$ cat config.mk
export PLATFORM = sky130hd
export DESIGN_NAME = fp_compare_pipe
export DESIGN_NICKNAME = d
export VERILOG_FILES = /design/src/rtl/fp_cmp_pkg.sv /design/src/rtl/fp_cmp_lane.sv /design/src/rtl/fp_compare_pipe.sv
export SDC_FILE = /design/constraint.sdc
export NUM_CORES = 1
export LEC_CHECK = 0
export CAP_MARGIN = 10
export CORE_MARGIN = 5
export CORE_UTILIZATION = 55
export CTS_BUF_LIST = sky130_fd_sc_hd__clkbuf_16
export DETAILED_ROUTE_END_ITERATION = 10
export PLACE_DENSITY = 0.91
export SYNTH_ARGS = -nofsm -noshare
export SYNTH_HDL_FRONTEND = slang
export SYNTH_HIERARCHICAL = 1
export SYNTH_SLANG_ARGS = --single-unit
export TNS_END_PERCENT = 5
$ cat constraint.sdc
create_clock -name clk -period 5.15 [get_ports clk]
set_clock_uncertainty 0.15 [all_clocks]
set_input_delay 0.515 -clock clk [delete_from_list [all_inputs] [get_ports clk]]
set_output_delay 0.515 -clock clk [all_outputs]
set_load 0.02 [all_outputs]
$ cat src/rtl/fp_cmp_pkg.sv
// Shared constants and helpers for the FloPoCo-format compare pipeline.
// Op codes, exception codes and operand width helper.
package fp_cmp_pkg;

  localparam logic [2:0] CMP_EQ = 3'd0;
  localparam logic [2:0] CMP_NE = 3'd1;
  localparam logic [2:0] CMP_LT = 3'd2;
  localparam logic [2:0] CMP_LE = 3'd3;
  localparam logic [2:0] CMP_GT = 3'd4;
  localparam logic [2:0] CMP_GE = 3'd5;

  localparam logic [1:0] EXC_ZERO   = 2'b00;
  localparam logic [1:0] EXC_NORMAL = 2'b01;
  localparam logic [1:0] EXC_INF    = 2'b10;
  localparam logic [1:0] EXC_NAN    = 2'b11;

  function automatic int fp_w(input int we, input int wf);
    return we + wf + 3;
  endfunction

endpackage

$ cat src/rtl/fp_cmp_lane.sv
// One compare lane: stage-1 key register, stage-2 relation logic.
// Result is combinational from the stage-1 registers.
module fp_cmp_lane
  import fp_cmp_pkg::*;
#(
  parameter int WE = 11,
  parameter int WF = 8,
  localparam int W  = fp_w(WE, WF),
  localparam int MW = WE + WF + 2
) (
  input  logic         clk,
  input  logic         rst,
  input  logic         en,
  input  logic [W-1:0] a,
  input  logic [W-1:0] b,
  input  logic [2:0]   op,
  output logic         res,
  output logic         unord
);

  logic [MW-1:0] ma, mb;
  logic          sa, sb;
  logic [2:0]    op_q;
  logic          nan_a, nan_b, bz;
  logic          eq, lt, rel;

  // Zero and infinity keys ignore exp/frac so junk payloads compare equal.
  function automatic logic [MW-1:0] mkey(input logic [W-1:0] x);
    logic [1:0] e;
    e = x[W-1 -: 2];
    if (e == EXC_ZERO || e == EXC_INF)
      return {e, {(MW-2){1'b0}}};
    return {e, x[W-4:0]};
  endfunction

  always_ff @(posedge clk) begin
    if (rst) begin
      ma    <= '0;
      mb    <= '0;
      sa    <= 1'b0;
      sb    <= 1'b0;
      op_q  <= '0;
      nan_a <= 1'b0;
      nan_b <= 1'b0;
      bz    <= 1'b0;
    end else if (en) begin
      ma    <= mkey(a);
      mb    <= mkey(b);
      sa    <= a[W-3];
      sb    <= b[W-3];
      op_q  <= op;
      nan_a <= (a[W-1 -: 2] == EXC_NAN);
      nan_b <= (b[W-1 -: 2] == EXC_NAN);
      bz    <= (a[W-1 -: 2] == EXC_ZERO)
            && (b[W-1 -: 2] == EXC_ZERO);
    end
  end

  always_comb begin
    eq = bz || (sa == sb && ma == mb);
    if (sa != sb && !bz)
      lt = sa;
    else if (!sa)
      lt = (ma < mb);
    else
      lt = (ma > mb);
    rel = 1'b0;
    case (op_q)
      CMP_EQ:  rel = eq;
      CMP_NE:  rel = !eq;
      CMP_LT:  rel = lt;
      CMP_LE:  rel = lt || eq;
      CMP_GT:  rel = !(lt || eq);
      CMP_GE:  rel = !lt;
      default: rel = 1'b0;
    endcase
    unord = nan_a || nan_b;
    res   = unord ? (op_q == CMP_NE) : rel;
  end

endmodule

$ cat src/rtl/fp_compare_pipe.sv
// Multi-lane pipelined FP comparator, two register stages.
// Elastic valid/ready pipeline; output register holds under stall.
module fp_compare_pipe
  import fp_cmp_pkg::*;
#(
  parameter int WE    = 11,
  parameter int WF    = 8,
  parameter int LANES = 3,
  parameter int TAG_W = 4,
  localparam int W    = fp_w(WE, WF)
) (
  input  logic               clk,
  input  logic               rst,
  input  logic               in_valid,
  output logic               in_ready,
  input  logic [LANES*W-1:0] in_a,
  input  logic [LANES*W-1:0] in_b,
  input  logic [LANES*3-1:0] in_op,
  input  logic [TAG_W-1:0]   in_tag,
  output logic               out_valid,
  input  logic               out_ready,
  output logic [LANES-1:0]   out_res,
  output logic [LANES-1:0]   out_unord,
  output logic               out_all,
  output logic [TAG_W-1:0]   out_tag
);

  logic             s1_valid, s2_valid;
  logic             s1_en, s2_en, load;
  logic [TAG_W-1:0] s1_tag;
  logic [LANES-1:0] res_d, unord_d;

  assign s2_en     = !s2_valid || out_ready;
  assign s1_en     = !s1_valid || s2_en;
  assign in_ready  = s1_en;
  assign load      = in_valid && s1_en;
  assign out_valid = s2_valid;

  for (genvar i = 0; i < LANES; i++) begin : g_lane
    fp_cmp_lane #(
      .WE(WE),
      .WF(WF)
    ) u_lane (
      .clk   (clk),
      .rst   (rst),
      .en    (load),
      .a     (in_a[i*W +: W]),
      .b     (in_b[i*W +: W]),
      .op    (in_op[i*3 +: 3]),
      .res   (res_d[i]),
      .unord (unord_d[i])
    );
  end

  always_ff @(posedge clk) begin
    if (rst) begin
      s1_valid  <= 1'b0;
      s2_valid  <= 1'b0;
      s1_tag    <= '0;
      out_res   <= '0;
      out_unord <= '0;
      out_all   <= 1'b0;
      out_tag   <= '0;
    end else begin
      if (s1_en) begin
        s1_valid <= in_valid;
        if (in_valid) s1_tag <= in_tag;
      end
      if (s2_en) begin
        s2_valid <= s1_valid;
        if (s1_valid) begin
          out_res   <= res_d;
          out_unord <= unord_d;
          out_all   <= &res_d;
          out_tag   <= s1_tag;
        end
      end
    end
  end

endmodule

==> summary.txt, run 1 <==
Place
  – Pre-CTS WS: 1.91 ns
  – Port Buffers: 161
  – Post-DP HPWL: 13600 um
  – Final RePlAce weighted congestion: 0.819
  – Placed cell area: 9390 um2
  – Placed cell count: 1177

Worst setup path
  – Critical path's top delay family: compound AO/OA/AOI/OAI gates
  – Flop2flop setup slack: 2.07 ns
  – Critical path cell sequence: inv_1, ha_1, and4_1, and4bb_1, a41oi_1, o21ai_0, a31oi_1, a31oi_1, o311ai_1, and3_1, nand3_1, a21oi_1
  – CP max FO: 4
  – CP dominant cell by count: a31oi_1
  – CP max stage cell: o311ai_1
  – Startpoint type of the worst setup path: flip-flop
  – CP bufs+invs: 1
  – Crit path largest cell delay: 0.48 ns
  – Critical path type: reg -> reg
  – CP Capture Type: flip-flop
  – Crit path DAT: 3.28 ns
  – Worst path required time: 5.35 ns

Final layout
  – Post-route cell area: 9910 um2
  – Filler cell count: 1000
  – Syn-to-layout area delta: 28.3%
  – Fin nets: 1228
  – Layout cell share with drive strength beyond 1: 3.89%
  – Diodes inserted: 0
  – Post-Layout Cell Count: 1208

Floorplan
  – Core area: 13800 um2
  – FP Rows: 43
  – Ports: 162
  – Die height: 128 um
  – Die Wd: 128 um
  – Initial Util: 55.8%
  – Die area: 16500 um2

STA
  – Fmax: 325 MHz
  – Worst rel slew slack: 39.6%
  – RSZ-0062 raised after global routing: no
  – Hold Fails Final Rpt: 0
  – Slew @ Worst Pin: 0.906 ns
  – Final Critical Period: 3.08 ns
  – PnR worst setup slack: 2.07 ns
  – Number of setup violations in the final report: 0
  – Final worst path period share: 59.8%
  – Setup TNS: 0 ns
  – Max Slew Vio Count: 0
  – Tightest hold margin: 0.319 ns

Detailed routing
  – Via density per instance: 5.70
  – Drt first pass iters: 5
  – Final wirelength: 19200 um
  – Vias after detailed routing: 6889
  – Antenna Nets Post-Route: 0
  – Initial DRC count: 562
  – Drc violations: 0
  – DR WL/cell: 15.9 um

Clock network
  – Post-CTS setup buffer count: 0
  – Clk root buf: clkbuf_16
  – TritonCTS clock tree: done
  – Clock buffer depth: 2
  – Post-cts sizing count: 0
  – Clock-pin slew on the worst setup and hold paths: 0.06 ns
  – Total CTS buffers: 17
  – Worst-Skew Late Latency: 0.42 ns
  – Hold Buf Count CTS: 0
  – Sink Count: 167
  – H-Tree Level Count: 4

Synth
  – Post-synth EDFFs: 0
  – Largest area contributor in the netlist: dfxtp_1
  – Distinct cells, synth: 44
  – Post-synthesis cell area: 7720 um2
  – Syn nets: 1094
  – Post-synthesis sequential area ratio: 43.3%
  – Most frequent cell after synthesis: dfxtp_1
  – Seq cells post-synth: 167
  – Synth area leaders: dfxtp_1, a22oi_1, ha_1, nor2_1, inv_1
  – Ys async rst share: 0%
  – Synthesized area per cell: 8.75 um2
  – Synth warnings: 6
  – Synth Instances: 882
  – Most frequent cells after synthesis: dfxtp_1, nor2_1, a22oi_1
  – Predominant post-synthesis flop cell: dfxtp_1
  – Synth top area share: 43.3%

Power and ir drop
  – Int Power: 2.23 mW
  – Leakage power figure: 3.89 nW
  – Switching portion of total power: 25.2%
  – Combinational share of power: 15.6%
  – Pwr/cell area: 302 nW/um2
  – Clk pwr share: 38.0%
  – Peak VDD IR: 0.234 mV
  – Switching power: 0.754 mW
  – Seq pwr share: 46.4%

Job
  – Max Cap Viol: 0

Global route
  – Number of global-route vias before repair: 6697
  – First-pass GRT wire length: 31400 um
  – Gr ovfl total: 0
  – Initial antenna violation count: 2
  – Largest net degree at the start of global routing: 76
  – GRT Total Usage: 23.6%

Min path
  – Hold WC Path Type: reg -> reg

Outcome
  – Outcome: finished, final reports clean
placed cells by master, fill, tap and decap left out, drive strengths merged, types with 4 or more instances in the layout:
cell	count
a22oi	114
nand2	22
nand4	6
and3	4
clkinv	12
and4	6
a31oi	6
nand3	29
and2	9
buf	7
nor2	160
mux2i	25
o21ai	26
nand2b	12
or2	6
ha	63
inv	75
clkdlybuf4s50	160
dfxtp	167
a21oi	49
clkbuf	17
per-layer routing:
layer	GRT usage, %	routed length [um]	vias to the layer above
met3	6.85	1510	44
met1	29.1	7920	3215
met4	9.55	522	4
li1	-	-	3378
met5	0	26	-
met2	38.7	9250	248
state kept, by name (all words and copies together), names as in the netlist:
register / count
g_lane.u_lane/mb: 63
s1_tag: 4
g_lane.u_lane/op_q: 9
g_lane.u_lane/sb: 3
g_lane.u_lane/nan_a: 3
g_lane.u_lane/sa: 3
out_res: 3
g_lane.u_lane/nan_b: 3
g_lane.u_lane/ma: 63
s1_valid: 1
out_tag: 4
g_lane.u_lane/bz: 3
out_valid: 1
out_all: 1
out_unord: 3
path summary, 6_finish.rpt:
kind | cells past startpoint | from | end
worst max-delay path | 12 | g_lane[2].u_lane/mb[11] | out_all
worst min-delay path | 2 | g_lane[0].u_lane/nan_a | g_lane[0].u_lane/nan_a
worst max register to register | 12 | g_lane[2].u_lane/mb[11] | out_all
worst min register to register | 2 | g_lane[0].u_lane/nan_a | g_lane[0].u_lane/nan_a
cells by family after synthesis:
family / Yosys count / share of synthesized area, %
AND/OR/NAND/NOR: 270 / 16.2
AO/OA/AOI/OAI: 226 / 20.3
flip-flops: 167 / 43.3
buffers and inverters: 128 / 6.43
adder cells (fa/ha/maj): 63 / 10.2
multiplexers: 25 / 3.24
XOR/XNOR: 3 / 0.340
final cells by class:
cell class                 instances  area (um2)  share of cell area, %
sequential                       167        3340                   33.7
timing repair buffer             167        1650                   16.7
clock buffer                      17         425                   4.29
tap                              180         225                   2.27
inverter                          76         285                   2.88
multi-input combinational        587        3880                   39.2
clock inverter                    14        95.1                  0.960
stage by stage:
stage | util [%] | power (mW)
finish | 71.7 | 2.99
global route | 71.7 | 3.12
CTS | 71.7 | 3.01
detailed placement | 67.9 | 1.87
global placement | 67.9 | 1.85
floorplan | - | 1.67
power groups by stage:
stage / logic (mW) / clock network [mW] / registers, mW
3_3_place_gp: 0.444 / 0 / 1.41
5_1_grt: 0.518 / 1.21 / 1.39
3_5_place_dp: 0.459 / 0 / 1.41
4_1_cts: 0.466 / 1.16 / 1.38
2_1_floorplan: 0.269 / 0 / 1.40
6_report: 0.466 / 1.14 / 1.39
worst register-to-register path, delay by kind of cell, from the launching register on:
kind | cells | cell delay [ns]
AO/OA/AOI/OAI | 6 | 1.37
AND/OR/NAND/NOR | 4 | 0.78
flip-flops | 1 | 0.33
adder cells (fa/ha/maj) | 1 | 0.31
buffers and inverters | 1 | 0.06
Power figures use the tool's default switching activity.
==> inputs of run 2 (changes only) <==
--- a/config.mk
+++ b/config.mk
@@ -7,10 +7,10 @@
 export LEC_CHECK = 0
 export CAP_MARGIN = 10
 export CORE_MARGIN = 5
-export CORE_UTILIZATION = 55
+export CORE_UTILIZATION = 46
 export CTS_BUF_LIST = sky130_fd_sc_hd__clkbuf_16
 export DETAILED_ROUTE_END_ITERATION = 10
-export PLACE_DENSITY = 0.91
+export PLACE_DENSITY = 0.82
 export SYNTH_ARGS = -nofsm -noshare
 export SYNTH_HDL_FRONTEND = slang
 export SYNTH_HIERARCHICAL = 1
==> constraint.sdc (replaced) <==
create_clock -name clk -period 2.83 [get_ports clk]
set_clock_uncertainty 0.15 [all_clocks]
set_input_delay 0.283 -clock clk [delete_from_list [all_inputs] [get_ports clk]]
set_output_delay 0.283 -clock clk [all_outputs]
set_load 0.02 [all_outputs]
==> run 2 against run 1 <==
The run now ends with setup timing left. Setup slack worse by 2.1 ns. Clock power up 120%. Hold slack worse by 0.033 ns. Via count up 0.16%. Clock-buffer cell count unchanged. Register-to-register slack worse by 2.1 ns. Fmax up 7.3%. Highest routed layer unchanged. Non-clock buffer count up 18. Global-route usage down 3.6 points. Sequential power up 82%. Largest power group unchanged. First-iteration DRC count down 20%. Final cell count up 4.9%.
==> summary.txt, run 2 (synthesis gave the netlist of run 1 again) <==
Outcome
  – Outcome: complete, but fails checks
  – Failing checks: setup timing

Clock network
  – TritonCTS clock tree: done
  – Clock-pin slew on the worst setup and hold paths: 0.06 ns
  – Worst-Skew Late Latency: 0.43 ns
  – Clk root buf: clkbuf_16
  – Total CTS buffers: 17
  – Clock buffer depth: 2
  – Sink Count: 167
  – H-Tree Level Count: 4

Global route
  – Gr ovfl total: 0
  – Number of global-route vias before repair: 6749
  – GRT Total Usage: 19.9%
  – Largest net degree at the start of global routing: 67
  – Initial antenna violation count: 1
  – First-pass GRT wire length: 32000 um

Detailed routing
  – Final wirelength: 20800 um
  – Antenna Nets Post-Route: 0
  – DR WL/cell: 16.4 um
  – Metal-1 WL: 8820 um
  – Via density per instance: 5.45
  – Drt first pass iters: 5
  – Vias after detailed routing: 6900
  – WL met3: 1040 um
  – Max layer used: met5
  – Initial DRC count: 449
  – Met2 routed WL: 10400 um
  – Drc violations: 0

Place
  – Port Buffers: 161
  – Placed cell count: 1230
  – Final RePlAce weighted congestion: 0.826
  – Post-DP HPWL: 14000 um

STA
  – Setup TNS: -0.0418 ns
  – Hold Fails Final Rpt: 0
  – Number of setup violations in the final report: 1
  – Max Slew Vio Count: 0
  – RSZ-0062 raised after global routing: yes
  – Final Critical Period: 2.87 ns
  – Worst rel slew slack: 45.2%
  – PnR worst setup slack: -0.0418 ns
  – Slew @ Worst Pin: 0.822 ns
  – Final worst path period share: 101%
  – Fmax: 348 MHz

Final layout
  – Fin nets: 1246
  – Diodes inserted: 0
  – Biggest regs: g_lane.u_lane/ma (63), g_lane.u_lane/mb (63), g_lane.u_lane/op_q (9)
  – Post-Layout Cell Count: 1267
  – Layout cell share with drive strength beyond 1: 13.9%
  – Most frequent cells in the layout: nor2_1, clkdlybuf4s50_1, dfxtp_1
  – Syn-to-layout area delta: 39.3%

Floorplan
  – Core area: 16500 um2
  – Ports: 162
  – Die height: 140 um
  – Die area: 19500 um2
  – FP Rows: 47
  – Initial Util: 46.7%
  – Die Wd: 140 um

Job
  – Max Cap Viol: 0

Worst setup path
  – CP max FO: 4
  – Startpoint type of the worst setup path: flip-flop
  – Crit path DAT: 3.08 ns
  – Worst path required time: 3.04 ns
  – Critical path type: reg -> reg
  – CP Capture Type: flip-flop

Power and ir drop
  – Total power: 5.98 mW
  – Leakage power figure: 4.10 nW
  – Peak VDD IR: 0.472 mV
  – Pwr/cell area: 556 nW/um2

Min path
  – Hold WC Path Type: in -> reg
run 2: timing repair:
action,4_1_cts,5_1_grt
hold buffers,1,0
setup endpoints to repair,1,4
gates cloned,0,0
buffers inserted,1,3
hold endpoints to repair,6,0
gates resized for setup,7,80
pin swaps,3,34
run 2: stage by stage:
step / hold slack, ns / instance area (um2) / util [%] / worst slack, ns
global placement: 0.300 / 9610 / 58.2 / -0.0356
floorplan: 0.250 / 7720 / - / 0.331
CTS: 0.267 / 10300 / 62.2 / 0.000802
global route: 0.317 / 10800 / 65.1 / -0.186
finish: 0.286 / 10800 / 65.1 / -0.0418
detailed placement: 0.306 / 9610 / 58.2 / -0.0985
run 2: path summary, 6_finish.rpt:
check | start | to | slack [ns] | cells after the start
max | g_lane[1].u_lane/mb[12] | out_all | -0.04 | 12
min | in_tag[3] | s1_tag[3] | 0.29 | 3
max reg2reg | g_lane[1].u_lane/mb[12] | out_all | -0.04 | 12
min reg2reg | g_lane[2].u_lane/nan_b | g_lane[2].u_lane/nan_b | 0.31 | 2
run 2: cell type report:
| type | count | area [um2] |
|---|---|---|
| fill | 1226 | 5770 |
| clock buffer | 17 | 425 |
| inverter | 76 | 285 |
| tap | 220 | 275 |
| timing repair buffer | 185 | 1870 |
| multi-input combinational | 587 | 4330 |
| sequential | 167 | 3370 |
| clock inverter | 15 | 203 |
run 2: report_power, final:
group	total [mW]	internal, mW	switching, mW
clock	2.46	1.48	0.977
combinational	0.991	0.523	0.468
sequential	2.53	2.45	0.0738
total	5.98	4.46	1.52
run 2: per-layer routing:
metal / up-vias / GRT usage, %
li1: 3413 / -
met1: 3250 / 24.8
met2: 197 / 33.8
met3: 38 / 4.49
met4: 2 / 7.55
met5: - / 0
run 2: critical path, cell delays in order (launching register included):
cell and delay [ns]:
dfxtp_1 0.33, inv_1 0.09, ha_4 0.29, and4_4 0.21, and4bb_2 0.28, o21ai_2 0.09, o2111a_2 0.19, a31oi_2 0.23
a31oi_2 0.15, o311ai_4 0.33, and3_4 0.24, nand3_2 0.08, a21oi_2 0.15
==> inputs of run 3 (changes only) <==
--- a/config.mk
+++ b/config.mk
@@ -6,11 +6,13 @@
 export NUM_CORES = 1
 export LEC_CHECK = 0
 export CAP_MARGIN = 10
+export CELL_PAD_IN_SITES_DETAIL_PLACEMENT = 0
+export CELL_PAD_IN_SITES_GLOBAL_PLACEMENT = 1
 export CORE_MARGIN = 5
-export CORE_UTILIZATION = 46
+export CORE_UTILIZATION = 35
 export CTS_BUF_LIST = sky130_fd_sc_hd__clkbuf_16
 export DETAILED_ROUTE_END_ITERATION = 10
-export PLACE_DENSITY = 0.82
+export PLACE_DENSITY_LB_ADDON = 0.1
 export SYNTH_ARGS = -nofsm -noshare
 export SYNTH_HDL_FRONTEND = slang
 export SYNTH_HIERARCHICAL = 1
==> run 3 against run 2 <==
The run now ends clean. Sequential power about the same. Utilization is 18 points lower. Power fell by 6.0%. Final area is 4.2% lower. Fmax increased by 2.0%. Wire length decreased by 3.3%. Register-to-register slack better by 0.06 ns. Critical path type unchanged. Largest cell class unchanged.
==> summary.txt, run 3 (synthesis gave the netlist of run 1 again) <==
Floorplan
  – Die height: 159 um
  – FP Rows: 54
  – Die area: 25100 um2
  – Ports: 162
  – Core area: 21800 um2
  – Die Wd: 159 um
  – Initial Util: 35.5%

Clock network
  – Total CTS buffers: 17
  – Worst-Skew Late Latency: 0.43 ns
  – Clock buffer depth: 2
  – Sink Count: 167
  – Clock-pin slew on the worst setup and hold paths: 0.07 ns
  – H-Tree Level Count: 4
  – TritonCTS clock tree: done
  – Clk root buf: clkbuf_16

Global route
  – Gr ovfl total: 0
  – GRT Total Usage: 16.0%
  – Initial antenna violation count: 1
  – Number of global-route vias before repair: 6399
  – First-pass GRT wire length: 32300 um
  – Largest net degree at the start of global routing: 72

Final layout
  – Most common cell after layout, fill and taps aside: dfxtp_1
  – Fin nets: 1243
  – Diodes inserted: 0
  – Register area: 3350 um2
  – Post-route cell area: 10300 um2
  – Biggest regs: g_lane.u_lane/ma (63), g_lane.u_lane/mb (63), g_lane.u_lane/op_q (9)
  – Layout cell share with drive strength beyond 1: 7.66%
  – Filler cell count: 2169
  – Post-Layout Cell Count: 1324
  – Syn-to-layout area delta: 33.5%
  – Multi-input gate area: 3960 um2
  – Most frequent cells in the layout: dfxtp_1, nor2_1, clkdlybuf4s50_1

Worst setup path
  – CP Capture Type: flip-flop
  – Worst path required time: 3.04 ns
  – Critical path type: reg -> reg
  – CP max FO: 4
  – Crit path DAT: 3.02 ns
  – Startpoint type of the worst setup path: flip-flop

Detailed routing
  – Via density per instance: 4.97
  – Drt first pass iters: 7
  – Vias after detailed routing: 6577
  – Drc violations: 0
  – DR WL/cell: 15.2 um
  – Final wirelength: 20100 um
  – Initial DRC count: 308
  – Antenna Nets Post-Route: 0

Power and ir drop
  – Peak VDD IR: 0.337 mV
  – Total power: 5.62 mW
  – Leakage power figure: 4.01 nW
  – Pwr/cell area: 545 nW/um2

STA
  – Hold Fails Final Rpt: 0
  – Fmax: 355 MHz
  – Final worst path period share: 99.5%
  – Setup TNS: 0 ns
  – Tightest hold margin: 0.260 ns
  – Slew @ Worst Pin: 0.910 ns
  – Worst rel slew slack: 39.4%
  – Max Slew Vio Count: 0
  – Final Critical Period: 2.82 ns
  – Number of setup violations in the final report: 0
  – RSZ-0062 raised after global routing: yes

Place
  – Post-DP HPWL: 14300 um
  – Port Buffers: 161
  – Placed cell area: 9660 um2
  – Placed cell count: 1292
  – Final RePlAce weighted congestion: 0.785

Job
  – Max Cap Viol: 0

Outcome
  – Outcome: finished, final reports clean

Min path
  – Hold WC Path Type: in -> reg
run 3: cell types whose count changed in the layout (fill, tap and decap cells not counted), moves of 4 or more:
cell	delta
dfxtp_2	-16
ha_1	+22
a21oi_2	-4
ha_4	-22
a21oi_1	+4
inv_1	+5
inv_2	-5
dfxtp_1	+16
run 3: repair_timing:
action | CTS | global route
buffers inserted | 0 | 0
pin swaps | 6 | 6
hold buffers | 0 | 0
gates resized for setup | 13 | 10
endpoints found under the setup margin | 1 | 3
run 3: where the power goes:
part           switching [mW]  internal (mW)  total [mW]
combinational           0.424          0.469       0.893
sequential             0.0632           2.45        2.51
clock                   0.999           1.21        2.21
run 3: critical path, cell delays in order, from the launching register on:
cell	delay, ns
dfxtp_2	0.33
inv_1	0.04
ha_1	0.27
nand4_1	0.18
and4bb_2	0.39
o21ai_2	0.07
o2111a_2	0.15
o221a_1	0.26
a211o_1	0.26
o311ai_1	0.09
buf_4	0.17
and3_1	0.14
nand3_1	0.09
a21oi_2	0.15
run 3: final cells by class:
| class | count | area share, % |
|---|---|---|
| Clock buffer | 17 | 4.13 |
| Tap cell | 280 | 3.40 |
| Timing Repair Buffer | 182 | 17.5 |
| Clock inverter | 15 | 1.25 |
| Inverter | 76 | 2.77 |
| Sequential cell | 167 | 32.5 |
| Multi-Input combinational cell | 587 | 38.4 |
run 3: through the flow:
step / worst slack, ns / utilization, %
after floorplan: 0.331 / -
after global placement: -0.0119 / 44.4
after detailed placement: -0.0325 / 44.4
after CTS: 0.0132 / 47.2
after global routing: -0.160 / 47.4
final: 0.0144 / 47.4
run 3: per-layer routing:
layer,up-vias,routed length [um],GRT usage [%]
met4,2,179,4.39
met3,16,1090,4.13
li1,3411,-,-
met5,-,7,0
met1,3030,9750,22.2
met2,118,9110,24.8
run 3: final timing paths:
check                          start                      to  slack [ns]  cells past startpoint
min reg2reg   g_lane[1].u_lane/nan_b  g_lane[1].u_lane/nan_b        0.31                      2
max reg2reg  g_lane[2].u_lane/mb[19]                 out_all        0.01                     13
min                              rst  g_lane[0].u_lane/mb[0]        0.26                      2
max          g_lane[2].u_lane/mb[19]                 out_all        0.01                     13
==> patch (settings of run 2) <==
`TAG_W`: 4 -> 3.
--- a/src/rtl/fp_compare_pipe.sv
+++ b/src/rtl/fp_compare_pipe.sv
@@ -6,7 +6,7 @@
   parameter int WE    = 11,
   parameter int WF    = 8,
   parameter int LANES = 3,
-  parameter int TAG_W = 4,
+  parameter int TAG_W = 3,
   localparam int W    = fp_w(WE, WF)
 ) (
   input  logic               clk,
Ports: changed (resized in_tag and out_tag); port bits go from 162 to 160. No check against the original RTL was run, so the function may have changed too.
==> patch against run 2 <==
- cell area down 0.84%
- first-iteration DRC count unchanged
- synthesized area down 0.26%
- routed wire length down 2.1%
- setup slack better by 0.047 ns
- worst hold slack worse by 0.14 ns
- final cell count down 1.3%
- power down 4.4%
- sequential cell count down 2
- largest power group unchanged
==> patch: results (changes against run 2) <==
Synth Flop Type: dfxtp_1
RR Endpoint: out_all$_SDFFE_PP0P_
dpl cell area: 9500 sq um (-1.2%)
initial DRC count: 449 (unchanged)
Worst path max stage delay: 0.34 ns
drt pass-1 iters: 7 (+2)
largest net degree at the start of global routing: 93 (+39%)
post-cts sizing count: 11 (+4)
Max VDD drop: 0.442 mV (-6.4%)
Clock Tree Root: clkbuf_16
layout cells sized above 1: 17.0% (+3.0 points)
nets@finish: 1228 (-1.4%)
R2R Setup Slk: 0.005 ns (+0.05 ns)
switching pwr: 1.54 mW (+1.5%)
CTS Buffer Depth: 2 (unchanged)
clk_lat worst skew: 0.43 ns (about the same)
gp weighted congestion: 0.833 (+0.91%)
Setup Fix Bufs, Post-CTS: 0 (-1)
Reg2Reg Depth: 12 (unchanged)
register area share after synthesis: 42.9% (-0.41 points)
first-pass GRT wire length: 32000 um (about the same)
worst r2r src: g_lane[1].u_lane/mb[15]$_SDFFE_PP0P_
register clock-pin slew on the reported worst setup and hold paths: 0.07 ns
# fillers: 1304 (+6.4%)
Worst Tran Pin Value: 0.873 ns (+0.0508 ns)
I/O Buffers: 159 (-1.2%)
Post-Synth Adder-Cell Area: 10.2% (+0.027 points)
initial antenna violation count: 0 (-1)
WHS: 0.141 ns (-0.145 ns)
worst endpoint data arrival time: 3.03 ns (-0.05 ns)
ys async rst share: 0% (unchanged)
critical hold path startpoint: rst
complex-gate fraction of the synthesized area: 20.9% (+0.65 points)
top cells by count, synth: dfxtp_1 (165), nor2_1 (160), a22oi_1 (114), inv_1 (72), ha_1 (63)
vias in the first global route: 6709 (-0.59%)
Slowest-stage cell, CP: dfxtp_1
Net Count, Synth: 1084 (-0.91%)
CP max FO: 4 (unchanged)
Distinct cells, synth: 45 (+2.3%)
GRT Util Overall: 19.8% (-0.17 points)
Routed WL: 20400 um (-2.1%)
via/cell ratio: 5.52 (+1.3%)
Final HPWL DP: 13700 um (-2.0%)
global route overflow: 0 (unchanged)
Post-Synth XOR/XNOR Area: 0.341% (+0.00088 points)
post-synthesis mux area share: 3.12% (-0.12 points)
largest cells by area after synthesis: dfxtp_1 (43%), a22oi_1 (11%), ha_1 (10%), nor2_1 (7.8%), inv_1 (3.5%)
WHS Path Cells: 2 (-1)
Worst Hold End: g_lane[1].u_lane/ma[18]$_SDFFE_PP0P_
number of diodes: 0 (unchanged)
LEAKAGE: 4.01 nW (-2.2%)
run status: complete, no violations
CTS H-tree lvls: 4 (unchanged)
## patch: cell count changes after synthesis, sizes merged
cell,delta
dfxtp,-2
nand2b,-2
a21oi,-1
buf,-1
mux2i,-1
nand3,-1
o21ai,-1
## patch: cell type report
type                    instances  area, sq um  share of cell area, %
well taps                     220          275                   2.58
clock inverters                15          141                   1.33
flip-flops and latches        165         3340                   31.3
inverters                      76          285                   2.68
multi-input cells             581         4420                   41.4
repair buffers                176         1780                   16.7
clock buffers                  17          425                   3.99
## patch: logic make-up (layout without fill, tap and decap cells)
| group | Yosys count | in the layout |
|---|---|---|
| simple gates | 267 | 267 |
| compound gates | 224 | 224 |
| flops | 165 | 165 |
| buf+inv | 127 | 284 |
| fa+ha+maj | 63 | 63 |
| mux | 24 | 24 |
| xor+xnor | 3 | 3 |
## patch: power groups by stage
stage / combinational [mW] / sequential (mW) / clock (mW)
2_1_floorplan: 0.491 / 2.53 / 0
3_3_place_gp: 0.845 / 2.53 / 0
3_5_place_dp: 0.861 / 2.54 / 0
4_1_cts: 0.886 / 2.49 / 2.26
5_1_grt: 1.08 / 2.51 / 2.37
6_report: 0.987 / 2.50 / 2.23
## patch: through the flow
step | setup WS, ns | instances | total power, mW | TNS, ns
after floorplan | 0.325 | 873 | 3.02 | 0
after global routing | -0.106 | 1250 | 5.96 | -0.132
after global placement | -0.0247 | 1212 | 3.38 | -0.0247
after CTS | 0.00404 | 1244 | 5.63 | 0
after detailed placement | -0.0672 | 1212 | 3.40 | -0.0672
final | 0.00535 | 1250 | 5.71 | 0
## patch: layer usage
metal / wire length, um / vias up / global-route usage (%)
met5: 0 / - / 0
met4: 591 / 0 / 9.17
met3: 943 / 43 / 3.95
met2: 9940 / 200 / 31.8
met1: 8910 / 3287 / 25.6
li1: - / 3369 / -
